[src/rtl/sector_pkg.sv]
// Shared types and constants for the sector fill path (sector_fill_ctrl and its CRC helper).
package sector_pkg;

  localparam int SECTOR_BYTES = 512;
  localparam int ADDR_W       = 9;
  localparam logic [ADDR_W-1:0] LAST_ADDR = ADDR_W'(SECTOR_BYTES - 1);

  typedef enum logic [2:0] {
    S_IDLE,
    S_HUNT,
    S_DATA,
    S_CRC,
    S_DONE
  } state_t;

  localparam logic [1:0] ERR_OK      = 2'd0;
  localparam logic [1:0] ERR_TIMEOUT = 2'd1;
  localparam logic [1:0] ERR_CRC     = 2'd2;
  localparam logic [1:0] ERR_ABORT   = 2'd3;

  localparam logic [15:0] CRC16_POLY = 16'h1021;
  localparam logic [15:0] CRC16_INIT = 16'hFFFF;

endpackage

[src/rtl/crc16_ccitt_byte.sv]
// Combinational CRC-16-CCITT update for one byte, MSB first; used only when SECTOR_CRC16_EN is defined.
module crc16_ccitt_byte
  import sector_pkg::*;
(
  input  logic [15:0] crc_in,
  input  logic [7:0]  data,
  output logic [15:0] crc_out
);

  // NOTE: the loop walks a running value bit by bit, so blocking assignments are
  // required here; assigning crc_out first also keeps the block latch-free.
  always_comb begin
    crc_out = crc_in;
    for (int i = 7; i >= 0; i--) begin
      if (crc_out[15] ^ data[i])
        crc_out = {crc_out[14:0], 1'b0} ^ CRC16_POLY;
      else
        crc_out = {crc_out[14:0], 1'b0};
    end
  end

endmodule

[src/rtl/sector_fill_ctrl.sv]
// Loads one 512-byte sector from the read-channel byte stream into the cache write port.
// Optional trailer check: define SECTOR_CRC16_EN to verify a CRC-16-CCITT after the data field.
module sector_fill_ctrl
  import sector_pkg::*;
#(
  parameter logic [7:0] SYNC_BYTE  = 8'hA1,
  parameter int         HUNT_LIMIT = 64
) (
  input  logic              clk,
  input  logic              rst_n,
  input  logic              start,
  input  logic              abort,
  input  logic [7:0]        in_data,
  input  logic              in_valid,
  output logic              in_ready,
  output logic [ADDR_W-1:0] cache_addr,
  output logic [7:0]        cache_din,
  output logic              cache_wr_en,
  output logic              busy,
  output logic              done,
  output logic [1:0]        err_code
);

  localparam logic [7:0] HUNT_LAST = 8'(HUNT_LIMIT - 1);

  state_t            state;
  logic [ADDR_W-1:0] byte_cnt;
  logic [7:0]        hunt_cnt;
  logic              accept;

  // Both are pure decodes of the state register, so they change only on a clock edge.
  assign in_ready = (state == S_HUNT) || (state == S_DATA) || (state == S_CRC);
  assign busy     = (state != S_IDLE);
  assign accept   = in_valid && in_ready;

`ifdef SECTOR_CRC16_EN
  logic [15:0] crc;
  logic [15:0] crc_nxt;
  logic        crc_second;

  crc16_ccitt_byte u_crc (
    .crc_in  (crc),
    .data    (in_data),
    .crc_out (crc_nxt)
  );
`endif

  // NOTE: all state and registered outputs update with non-blocking assignments so
  // every branch below sees the pre-edge values of the registers it reads.
  always_ff @(posedge clk or negedge rst_n) begin
    if (!rst_n) begin
      state       <= S_IDLE;
      byte_cnt    <= '0;
      hunt_cnt    <= '0;
      err_code    <= ERR_OK;
      done        <= 1'b0;
      cache_wr_en <= 1'b0;
      cache_addr  <= '0;
      cache_din   <= '0;
`ifdef SECTOR_CRC16_EN
      crc         <= CRC16_INIT;
      crc_second  <= 1'b0;
`endif
    end else begin
      done        <= 1'b0;
      cache_wr_en <= 1'b0;
      case (state)
        S_IDLE: begin
          if (start && !abort) begin
            state    <= S_HUNT;
            err_code <= ERR_OK;
            byte_cnt <= '0;
            hunt_cnt <= '0;
`ifdef SECTOR_CRC16_EN
            crc        <= CRC16_INIT;
            crc_second <= 1'b0;
`endif
          end
        end
        S_HUNT: begin
          if (abort) begin
            state    <= S_DONE;
            done     <= 1'b1;
            err_code <= ERR_ABORT;
          end else if (accept) begin
            if (in_data == SYNC_BYTE) begin
              state <= S_DATA;
            end else if (hunt_cnt == HUNT_LAST) begin
              state    <= S_DONE;
              done     <= 1'b1;
              err_code <= ERR_TIMEOUT;
            end else begin
              hunt_cnt <= hunt_cnt + 8'd1;
            end
          end
        end
        S_DATA: begin
          // An abort coinciding with a transfer drops that byte: no write is issued.
          if (abort) begin
            state    <= S_DONE;
            done     <= 1'b1;
            err_code <= ERR_ABORT;
          end else if (accept) begin
            cache_wr_en <= 1'b1;
            cache_addr  <= byte_cnt;
            cache_din   <= in_data;
            byte_cnt    <= byte_cnt + 1'b1;
`ifdef SECTOR_CRC16_EN
            crc <= crc_nxt;
            if (byte_cnt == LAST_ADDR) state <= S_CRC;
`else
            if (byte_cnt == LAST_ADDR) begin
              state <= S_DONE;
              done  <= 1'b1;
            end
`endif
          end
        end
`ifdef SECTOR_CRC16_EN
        S_CRC: begin
          if (abort) begin
            state    <= S_DONE;
            done     <= 1'b1;
            err_code <= ERR_ABORT;
          end else if (accept) begin
            // Feeding the transmitted CRC through the register leaves a zero residue when intact.
            crc        <= crc_nxt;
            crc_second <= 1'b1;
            if (crc_second) begin
              state    <= S_DONE;
              done     <= 1'b1;
              err_code <= (crc_nxt == 16'h0000) ? ERR_OK : ERR_CRC;
            end
          end
        end
`endif
        S_DONE:  state <= S_IDLE;
        default: state <= S_IDLE;
      endcase
    end
  end

endmodule

[config.mk]
export PLATFORM = sky130hd
export DESIGN_NAME = sector_fill_ctrl
export DESIGN_NICKNAME = d
export VERILOG_FILES = /design/src/rtl/sector_pkg.sv /design/src/rtl/crc16_ccitt_byte.sv /design/src/rtl/sector_fill_ctrl.sv
export SDC_FILE = /design/constraint.sdc
export NUM_CORES = 1
export LEC_CHECK = 0
export CAP_MARGIN = 25
export CORE_MARGIN = 5
export CORE_UTILIZATION = 47
export CTS_CLUSTER_DIAMETER = 30
export DETAILED_ROUTE_END_ITERATION = 6
export PLACE_DENSITY_LB_ADDON = 0.25
export SETUP_SLACK_MARGIN = 0.2
export SKIP_LAST_GASP = 1
export SLEW_MARGIN = 15
export SYNTH_ARGS = -nofsm -noshare
export SYNTH_HDL_FRONTEND = slang
export SYNTH_SLANG_ARGS = --single-unit
[constraint.sdc]
create_clock -name clk -period 1.95 [get_ports clk]
set_input_delay 0.2925 -clock clk [delete_from_list [all_inputs] [get_ports clk]]
set_output_delay 0.2925 -clock clk [all_outputs]
set_load 0.03 [all_outputs]
# Yosys cells after proc, flatten, opt, wreduce, memory -nomap -nowiden
# Index checks and enable logic that the tools add are counted.
# word_totals
register_bits	41
in_bits	13
out_inout_bits	23
word_cells	83
# classes
n_addsub	2
eq_ne	20
n_mux	37
bitwise_logic	1
n_reduce_logical	15
# op_table
op	n
8-bit two-way mux	5
9-bit two-way mux	3
3-bit two-way mux	8
9-bit one-hot mux with 2 select lines	1
2-bit != test (second input constant)	8
8-bit one-hot mux with 2 select lines	1
2-bit two-way mux	6
6-bit AND reduction	2
1-bit two-way mux	10
9-bit by 1-bit adder with 9-bit output (second input constant)	1
9-bit equality test (second input constant)	1
3-bit != test (second input constant)	3
3-bit one-hot mux with 3 select lines	1
8-bit by 1-bit adder with 8-bit output (second input constant)	1
8-bit by 6-bit equality test with 1-bit output (second input constant)	1
8-bit equality test (second input constant)	1
3-bit by 2-bit equality test with 1-bit output (second input constant)	2
3-bit by 2-bit != test with 1-bit output (second input constant)	2
2-bit one-hot mux with 3 select lines	1
3-bit nonzero test	2
5-bit AND reduction	1
4-bit by 2-bit != test with 1-bit output (second input constant)	1
4-bit AND reduction	1
2-bit nonzero test	2
8 further kinds	10

# Depth between registers and ports, before layout
# depth
ltp_word	7
mapped_depth	10
depth_no_buf	10

# Least setup slack after synthesis
# Ideal clock, no wire load.
# synth_path
kind	flip-flop to flip-flop
startpoint	register byte_cnt[0]
endpoint	register state[1]
setup_ps	65
t_arrival_ps	1848
required_time_ps	1885
slack_ps	37
path_stages_with_launch	11
path_buffers	0
period_less_slack_ps	1913
path_cell_list	dfrtp_1 -> ha_1 -> nand3_1 -> nor2_1 -> and3_1 -> ha_1 -> nand2_1 -> a2bb2oi_1 -> nor3_1 -> a2111oi_0 -> a21o_1
# synth_between
elab_chain_cells	3
# synth_rtl
item	line_no	source
start: declaration	sector_fill_ctrl.sv:27	logic [ADDR_W-1:0] byte_cnt;
start signal: assignment	sector_fill_ctrl.sv:107	byte_cnt <= byte_cnt + 1'b1;
9-bit equality test	sector_fill_ctrl.sv:112	if (byte_cnt == LAST_ADDR) begin
3-bit by 2-bit != test with 1-bit output (no source line)	n/a	
5-bit AND reduction (no source line)	n/a	
end signal: assignment	sector_fill_ctrl.sv:113	state <= S_DONE;
end signal: assignment	sector_fill_ctrl.sv:137	S_DONE: state <= S_IDLE;
end signal: assignment	sector_fill_ctrl.sv:138	default: state <= S_IDLE;
end: declaration	sector_fill_ctrl.sv:26	state_t state;
# No other way between the ends.
# A chain may end at the register's enable or synchronous reset.

# Worst setup path in the final report
# layout_path
startpoint	register byte_cnt[0]
endpoint	register state[0]
# The elaborated chain is that of the path after synthesis.

==> out/results.ini <==
[status]
outcome=completed

[cts]
clock_path_buffers=2
cts_buffers=5
h-tree-depth=2
insertion_delay_ps=300
tritoncts=done
root_buffer=clkbuf_8
clock_sinks=41
cts.clk_slew.worst_paths_ps=80

[die]
rows=24
die-area_um2=5778
die_w_um=76.02
start_util_pct=47.70
coreArea_um2=4294
num_io_pins=36
die_h_um=76.02

[timing]
finalSetupViolations=0
setup_slack_ps=96.32
fin_skew_ps=4.998
relSlewSlack_pct=67.69
hold_viol=0
post-route-period-util_pct=95.06
worst_pin_slew_ps=484.7
max_clock_freq_mhz=539.5
fin_crit_ps=1854
maxSlewViolCount=0
tns_ps=0
rsz0062_at_grt=true

[global_route]
grtUsageMet2_pct=29.88
antenna_found_initial=0
busiest_layer=met2
gr-usage-met1_pct=24.39
grt_pass1_wl_um=8832
grt_start_max_net_pins=24
grtUsageTotal_pct=18.43
grt_pass1_vias=1882
gr-total-overflow=0
gr-usage-met3_pct=3.073

[synth]
synth-compound-area-share_pct=14.66
synth_cells=232
synthArstFlopShare_pct=100.0
ys_ff_latch=41
yosysSeqAreaShare_pct=50.09
synth.distinct_cells=45
yosysWarningCount=0
syn_nets=248
yosysMostFrequentCell=nand2_1
avgSynthCellArea_um2=8.829
synth_area_leaders=dfrtp_1, nand2_1, o21ai_0, nand3_1, nor2_1
synthSimpleGateAreaFrac_pct=27.98
synth_top_area_share_pct=50.09
synth_common_cells=nand2_1, dfrtp_1, o21ai_0
synthAdderAreaFrac_pct=1.833
ys.flop_type=dfrtp_1
synthesis.area_um2=2048
synth-edff-count=0
synthXorXnorAreaFrac_pct=0
synthMuxAreaShare_pct=0.9774
synth_top_area_cell=dfrtp_1
synth_top_family_by_area=simple AND/OR/NAND/NOR gates

[min_path]
hp-class=register to register

[worst_setup_path]
worst-path-stages=10
critPathMostFrequentCell=ha_4
critical_path.max_stage_delay_ps=400
timing.rr.end=state[0]
worstPathArrival_ps=2040
reg2reg_depth=10
crit_end=state[0]
worst_ep_required_time_ps=2140
crit_type=register to register
critical_path.top_delay_family=simple AND/OR/NAND/NOR gates
crit_path_end_kind=register
crit_buf_inv=1
path_cells=ha_4 > nand3_4 > nor2_4 > and3_4 > ha_4 > nand2_4 > a2bb2oi_4 > nor3_4 > buf_4 > a211o_1
critPathLaunch=byte_cnt[0]
r2r_slack_ps=100
cp-start-kind=register
crit_fanout=3
r2r_start=byte_cnt[0]
slowest_stage=dfrtp_1

[layout]
areaGrowthSynthToFinish_pct=46.55
finalNetCount=316
antenna_cells=0
n_fill_cell=329
multi_input_area_um2=1121
drive_gt1_share_pct=27.57
regArea_um2=1031

[placement]
dp_hpwl_um=3375
port_buffers=35
gp_congestion=0.8674
place_ws_ps=-97.94

[drt]
first_iter_violations=106
wl_um=5323
vias=1887
routedWlPerCell_um=15.08
drt-vias-per-instance=5.346
ant_nets=0
drcViolationCount=0
drt_pre_antenna_iters=4

[power_and_ir_drop]
power_w=0.002044
p_per_area_nw_per_um2=681.0
p_leak_nw=1.399
vdd_drop_max_mv=0.4185

[flow_run]
cap_violations=0

-- worst min-delay path: cells and delay by family, from the launching register on --
family	cells	cell delay (ps)
flip-flops	1	350
AND/OR/NAND/NOR	2	100
-- stage by stage --
stage                     std cells  instance area [µm²]  utilization (%)  hold WS, ps
after floorplan                 232                 2087                -       -3.091
after global placement          327                 2608            60.72        290.4
after detailed placement        327                 2608            60.72        279.0
after CTS                       342                 2810            65.44        481.3
after global routing            353                 3002            69.90        517.5
final                           353                 3002            69.90        474.2
-- placed cells by master, fill, tap and decap left out, types with 3 or more instances in the layout --
cell type        netlist  final
nand3_1                9      7
o21ai_0               21     14
dfrtp_2                0      4
o21ai_1                3      8
nor2_1                12      9
inv_1                  7      6
nand4_1                3      3
buf_4                  0     32
dlygate4sd2_1          0      3
clkdlybuf4s50_1        0     31
a21oi_1                7      5
nor3_1                 6      4
nand2_1               65     63
ha_4                   0      3
a31oi_1                6      6
dfrtp_1               41     37
nand2b_1               4      4
clkbuf_8               0      6
-- power breakdown --
part / switching, W / internal, W
registers: 0.0000551 / 0.000903
logic: 0.000257 / 0.000235
clock network: 0.000307 / 0.000287
-- worst min path at each step --
stage | from | endpoint | slack [ps] | depth (start not counted)
after floorplan | rst_n | byte_cnt[0] | -3 | 0
after global placement | rst_n | err_code[1] | 290 | 1
after detailed placement | rst_n | err_code[1] | 280 | 1
after CTS | rst_n | hunt_cnt[6] | 480 | 2
after global routing | cache_addr[6] | cache_addr[6] | 520 | 2
final | cache_din[7] | cache_din[7] | 470 | 2
-- state kept, by name (all words and copies together), names as in the netlist --
name and flops:
err_code 2, cache_addr 9, byte_cnt 9, cache_wr_en 1, cache_din 8, hunt_cnt 8, state 3, done 1
-- repair_timing --
action,CTS,global route
resized for setup,13,28
hold buffers,1,0
cloned,1,1
setup buffers,5,10
pin swaps,6,11
hold endpoints to repair,20,0
setup endpoints to repair,13,18
-- per-layer routing --
metal  wire [µm]  share of wire, %  vias up
li1            -                 -      934
met1        2384                45      904
met2        2657                50       39
met3         172               3.2       10
met4         108               2.0        0
met5           0                 0        -
-- area by class of cell --
class                      instances  share of cell area, %
clock buffer                       6                  2.751
clock inverter                     2                 0.4585
inverter                           7                 0.8754
multi-input combinational        173                  37.35
sequential                        41                  34.35
tap                               52                  2.168
timing repair buffer              72                  22.05
-- cells by family (layout without fill, tap and decap cells) --
family	after synthesis	count (layout)
buf+inv	19	87
compound gates	50	50
mux	2	2
flops	41	41
simple gates	117	118
fa+ha+maj	3	3
Note: power is estimated with default switching activity, not from simulation.
